### config.mk
export PLATFORM = sky130hd
export DESIGN_NAME = tcam_resp_queue
export DESIGN_NICKNAME = d
export VERILOG_FILES = /design/src/rtl/tcam_pkg.sv /design/src/rtl/tcam_resp_fifo.sv /design/src/rtl/tcam_resp_queue.sv
export SDC_FILE = /design/constraint.sdc
export NUM_CORES = 1
export LEC_CHECK = 0
export ABC_CLOCK_PERIOD_IN_PS = 5800
export BUFFER_PORTS_ARGS = -buffer_cell sky130_fd_sc_hd__buf_4
export CAP_MARGIN = 20
export CORE_MARGIN = 2
export CORE_UTILIZATION = 32
export DETAILED_ROUTE_END_ITERATION = 7
export GPL_TIMING_DRIVEN = 0
export PLACE_DENSITY = 0.64
export SKIP_CTS_REPAIR_TIMING = 1
export SLEW_MARGIN = 10
export SYNTH_ARGS = -nofsm -noshare
export SYNTH_HDL_FRONTEND = slang
export SYNTH_SLANG_ARGS = --single-unit
### constraint.sdc
create_clock -name clock -period 5.8 [get_ports clock]
set_input_delay 1.16 -clock clock [delete_from_list [all_inputs] [get_ports clock]]
set_output_delay 1.16 -clock clock [all_outputs]
set_load 0.01 [all_outputs]
### src/rtl/tcam_pkg.sv
// Shared types and constants for the TCAM search-result response path.
package tcam_pkg;

  localparam int IDX_W = 6;
  localparam int RD_W  = 5;
  localparam int XLEN  = 64;

  // Value returned to the core when no TCAM entry matched.
  localparam logic [XLEN-1:0] MISS_DATA = '1;

  // One queued search result as it leaves the priority encoder.
  typedef struct packed {
    logic             hit;
    logic [IDX_W-1:0] index;
    logic [RD_W-1:0]  rd;
  } result_t;

  // Turns a result into the 64-bit RoCC response word; the index is
  // meaningless on a miss, so it is dropped there.
  function automatic logic [XLEN-1:0] format_result(input result_t r);
    logic [XLEN-1:0] data;
    if (r.hit) begin
      data = {{(XLEN-IDX_W){1'b0}}, r.index};
    end else begin
      data = MISS_DATA;
    end
    return data;
  endfunction

endpackage

### src/rtl/tcam_resp_fifo.sv
// Small in-order result FIFO. Handshake on both sides is plain valid/ready:
// a transfer happens on a rising edge where valid and ready are both high,
// and ready never looks at the other side's valid/ready in the same cycle.
module tcam_resp_fifo #(
  parameter int  DEPTH = 4,
  parameter type T     = logic [11:0]
) (
  input  logic clock,
  input  logic reset_n,
  input  logic i_push_valid,
  output logic o_push_ready,
  input  T     i_push_data,
  output logic o_pop_valid,
  input  logic i_pop_ready,
  output T     o_pop_data
);

  localparam int PTR_W = (DEPTH > 1) ? $clog2(DEPTH) : 1;
  localparam int OCC_W = $clog2(DEPTH + 1);

  T                 r_mem [DEPTH];
  logic [PTR_W-1:0] r_wr_ptr;
  logic [PTR_W-1:0] r_rd_ptr;
  logic [OCC_W-1:0] r_count;
  logic             w_push;
  logic             w_pop;

  // A full FIFO refuses pushes even when a pop frees a slot this cycle,
  // which keeps push_ready independent of pop_ready.
  assign o_push_ready = (r_count < OCC_W'(DEPTH));
  assign o_pop_valid  = (r_count != '0);
  assign w_push       = i_push_valid && o_push_ready;
  assign w_pop        = o_pop_valid && i_pop_ready;

  // Head is forced to zero when empty so stale storage is never visible.
  assign o_pop_data   = o_pop_valid ? r_mem[r_rd_ptr] : '0;

  // Pointer and occupancy bookkeeping; DEPTH is a power of two so the
  // pointers wrap naturally.
  always_ff @(posedge clock) begin
    if (!reset_n) begin
      r_wr_ptr <= '0;
      r_rd_ptr <= '0;
      r_count  <= '0;
    end else begin
      if (w_push) r_wr_ptr <= r_wr_ptr + 1'b1;
      if (w_pop)  r_rd_ptr <= r_rd_ptr + 1'b1;
      r_count <= r_count + OCC_W'(w_push) - OCC_W'(w_pop);
    end
  end

  // Storage write; contents need no reset because occupancy gates them.
  always_ff @(posedge clock) begin
    if (w_push) r_mem[r_wr_ptr] <= i_push_data;
  end

endmodule

### src/rtl/tcam_resp_queue.sv
// Buffers TCAM search results toward the RoCC response channel and keeps
// saturating search/hit statistics.
module tcam_resp_queue
  import tcam_pkg::*;
#(
  parameter int DEPTH = 4,
  parameter int CNT_W = 32
) (
  input  logic             clock,
  input  logic             reset_n,
  input  logic             in_valid,
  output logic             in_ready,
  input  logic             in_hit,
  input  logic [IDX_W-1:0] in_index,
  input  logic [RD_W-1:0]  in_rd,
  output logic             resp_valid,
  input  logic             resp_ready,
  output logic [RD_W-1:0]  resp_rd,
  output logic [XLEN-1:0]  resp_data,
  input  logic             clear_stats,
  output logic [CNT_W-1:0] search_cnt,
  output logic [CNT_W-1:0] hit_cnt
);

  result_t          w_in_res;
  result_t          w_head;
  logic             w_accept;
  logic [CNT_W-1:0] r_search_cnt;
  logic [CNT_W-1:0] r_hit_cnt;

  assign w_in_res.hit   = in_hit;
  assign w_in_res.index = in_index;
  assign w_in_res.rd    = in_rd;
  assign w_accept       = in_valid && in_ready;

  tcam_resp_fifo #(
    .DEPTH (DEPTH),
    .T     (result_t)
  ) u_fifo (
    .clock        (clock),
    .reset_n      (reset_n),
    .i_push_valid (in_valid),
    .o_push_ready (in_ready),
    .i_push_data  (w_in_res),
    .o_pop_valid  (resp_valid),
    .i_pop_ready  (resp_ready),
    .o_pop_data   (w_head)
  );

  assign resp_rd   = w_head.rd;
  assign resp_data = resp_valid ? format_result(w_head) : '0;

  // Statistics: clear wins over a same-cycle accept, and both counters
  // stick at all-ones instead of wrapping.
  always_ff @(posedge clock) begin
    if (!reset_n || clear_stats) begin
      r_search_cnt <= '0;
      r_hit_cnt    <= '0;
    end else if (w_accept) begin
      if (r_search_cnt != '1)         r_search_cnt <= r_search_cnt + 1'b1;
      if (in_hit && r_hit_cnt != '1)  r_hit_cnt    <= r_hit_cnt + 1'b1;
    end
  end

  assign search_cnt = r_search_cnt;
  assign hit_cnt    = r_hit_cnt;

endmodule
==> results.sh <==
export IMPL_area_growth_pct=32.8
export IMPL_regArea_um2=2900
export IMPL_cts_tree="built"
export IMPL_synthTopCellsByArea="dfxtp_1 (24%), edfxtp_1 (24%), buf_4 (7.2%), a21oi_1 (4.7%), mux4_2 (4.1%)"
export IMPL_synth_commonest_cells="dfxtp_1 (73), buf_4 (59), a21oi_1 (57), edfxtp_1 (48), o21ai_0 (36)"
export IMPL_synth_enable_flop_cells=48
export IMPL_clk_latency_ps=420
export IMPL_seqPwrFrac=0.295
export IMPL_yosysTopAreaCellShare=0.239
export IMPL_grt_pass1_vias=4663
export IMPL_antenna_cells=0
export IMPL_cts_buffers=17
export IMPL_netlist_area_um2=6110
export IMPL_fp_row_count=50
export IMPL_yosysWarnings=0
export IMPL_required_ps=4640
export IMPL_core_um2=18700
export IMPL_yosys_area_top_type="dfxtp_1"
export IMPL_overflow=0
export IMPL_layout_nets=808
export IMPL_skew_ps=8.39
export IMPL_hold_depth=2
export IMPL_firstDrtPassIters=4
export IMPL_synth_cells=612
export IMPL_initial_utilization=0.327
export IMPL_async_flop_share=0
export IMPL_hold_viol=0
export IMPL_antenna_found_initial=0
export IMPL_vdd_drop_max_v=0.000204
export IMPL_routed_wl_um=15400
export IMPL_status="finished clean"
export IMPL_clock_tree_root_cell="clkbuf_16"
export IMPL_first_iter_violations=288
export IMPL_max_freq_ghz=0.233
export IMPL_hold_class="reg -> reg"
export IMPL_dp_hpwl_um=11100
export IMPL_cts_buffer_depth=2
export IMPL_dp_cells=997
export IMPL_instances_no_fill=1029
export IMPL_critPathLaunchType="flop"
export IMPL_yosys_most_used_dff="dfxtp_1"
export IMPL_worstPathArrival_ps=3130
export IMPL_fin_tns_setup_ps=0
export IMPL_multi_input_area_um2=2560
export IMPL_drtAntennaViolNets=0
export IMPL_max_slew_margin=0.408
export IMPL_avgViaCountPerCell=5.08
export IMPL_gp_congestion=0.836
export IMPL_setup_viol=0
export IMPL_fillers=1815
export IMPL_critical_path_class="reg -> out"
export IMPL_dieArea_um2=20200
export IMPL_power_frac_comb=0.396
export IMPL_fin_crit_sh=0.740
export IMPL_rsz0062_at_grt="false"
export IMPL_netSwitchingFraction=0.307
export IMPL_drc=0
export IMPL_wl_per_cell_um=15.0
export IMPL_maxCapViolations=0
export IMPL_end_kind="output port"
export IMPL_htree_levels=4
export IMPL_drive_gt1_frac=0.345
export IMPL_synth_cell_type_count=54
export IMPL_power_density_nw_per_um2=405
export IMPL_synth_seq_area_share=0.475
export IMPL_drv_slew=0
export IMPL_clk_pin_slew_ps=60
export IMPL_grt_first_pass_wirelength_um=24300
export IMPL_yosysMostFrequentCell="dfxtp_1"
export IMPL_grt_usage=0.152
export IMPL_power_total_mw=3.29
export IMPL_min_period_ps=4290
export IMPL_reg2regPathDepth=10
export IMPL_die_w_um=142
export IMPL_cts_sinks=121
export IMPL_avgSynthCellArea_um2=9.98
export IMPL_clock_power_share=0.310
export IMPL_worstMarginPinSlew_ps=888
export IMPL_vias=5224
export IMPL_p_sw_mw=1.01
export IMPL_die_h_um=142
export IMPL_syn_nets=638
export IMPL_port_buffers=151
export IMPL_leakagePower_nw=3.04
export IMPL_crit_path_max_fanout=58
export IMPL_power_internal_mw=2.28
export IMPL_ys_seq_elements=121
export IMPL_ios=152
export IMPL_grt_max_degree=59
placed cells by master, fill, tap and decap left out, types with 11 or more instances in the layout:
| cell type | instances |
|---|---|
| buf_4 | 210 |
| dfxtp_1 | 73 |
| a21oi_1 | 57 |
| edfxtp_1 | 48 |
| o21ai_0 | 36 |
| or3_1 | 34 |
| nand2_1 | 32 |
| nand3_1 | 27 |
| nor2_1 | 24 |
| nand4_1 | 24 |
| or4_1 | 23 |
| o31ai_1 | 22 |
| clkbuf_1 | 20 |
| and2_1 | 18 |
| clkbuf_16 | 17 |
| inv_1 | 12 |
| mux4_2 | 11 |
| and3_1 | 11 |
sequential cells by signal (all words and copies together) (netlist names), named ones only:
| name | count |
|---|---|
| u_fifo.r_count | 3 |
| u_fifo.r_mem | 48 |
| search_cnt | 32 |
| hit_cnt | 32 |
| u_fifo.r_wr_ptr | 2 |
| u_fifo.r_rd_ptr | 2 |
worst paths after layout:
path | from | end | slack [ps]
hold / removal | search_cnt[20] | search_cnt[20] | 500
setup reg to reg | u_fifo.r_count[2] | u_fifo.r_count[2] | 2730
setup / recovery | flop | resp_data[30] | 1510
hold reg to reg | search_cnt[20] | search_cnt[20] | 500
stage by stage:
step,hold WS (ps),area [um^2],utilization,setup WS [ps]
global route,539,8110,0.434,1130
finish,503,8110,0.434,1510
CTS,502,8110,0.434,1390
global placement,486,7540,0.403,1360
detailed placement,493,7540,0.403,1860
floorplan,476,6110,-,1990
power groups by stage:
stage	logic, mW	clock network, mW	registers, mW
after CTS	1.32	1.04	0.970
after global routing	1.41	1.09	0.975
after floorplan	0.786	0	0.978
final	1.30	1.02	0.969
after detailed placement	1.32	0	0.988
after global placement	1.33	0	0.986
critical path: stages, from the launching register on:
cell     delay, ps
dfxtp_1        460
buf_1          640
nand2_1        110
o21ai_1        320
and2_2         830
buf_4          230
buf_4          110
per-layer routing:
metal,GRT usage,vias to the layer above,wire length [um]
met2,0.248,180,7120
met5,0,-,0
met4,0.0511,0,218
met3,0.0481,18,1240
met1,0.192,2431,6820
li1,-,2595,-
cell type report:
class	count	area share
tap	234	0.0361
multi-input combinational	390	0.316
timing repair buffer	151	0.140
sequential	121	0.358
buffer	88	0.0737
clock inverter	15	0.0187
inverter	13	0.00601
clock buffer	17	0.0524
cells by family (layout without fill, tap and decap cells):
| kind of cell | after synthesis | after routing | share of synthesized area |
|---|---|---|---|
| xor gates and xnor gates | 9 | 9 | 0.0129 |
| DFF | 121 | 121 | 0.475 |
| AOI/OAI and AO/OA | 125 | 125 | 0.117 |
| and+or+nand+nor | 234 | 234 | 0.225 |
| buffers and inverters | 101 | 284 | 0.106 |
| adders and majority gates | 9 | 9 | 0.0197 |
| muxes | 13 | 13 | 0.0440 |
Power figures use the tool's default switching activity.
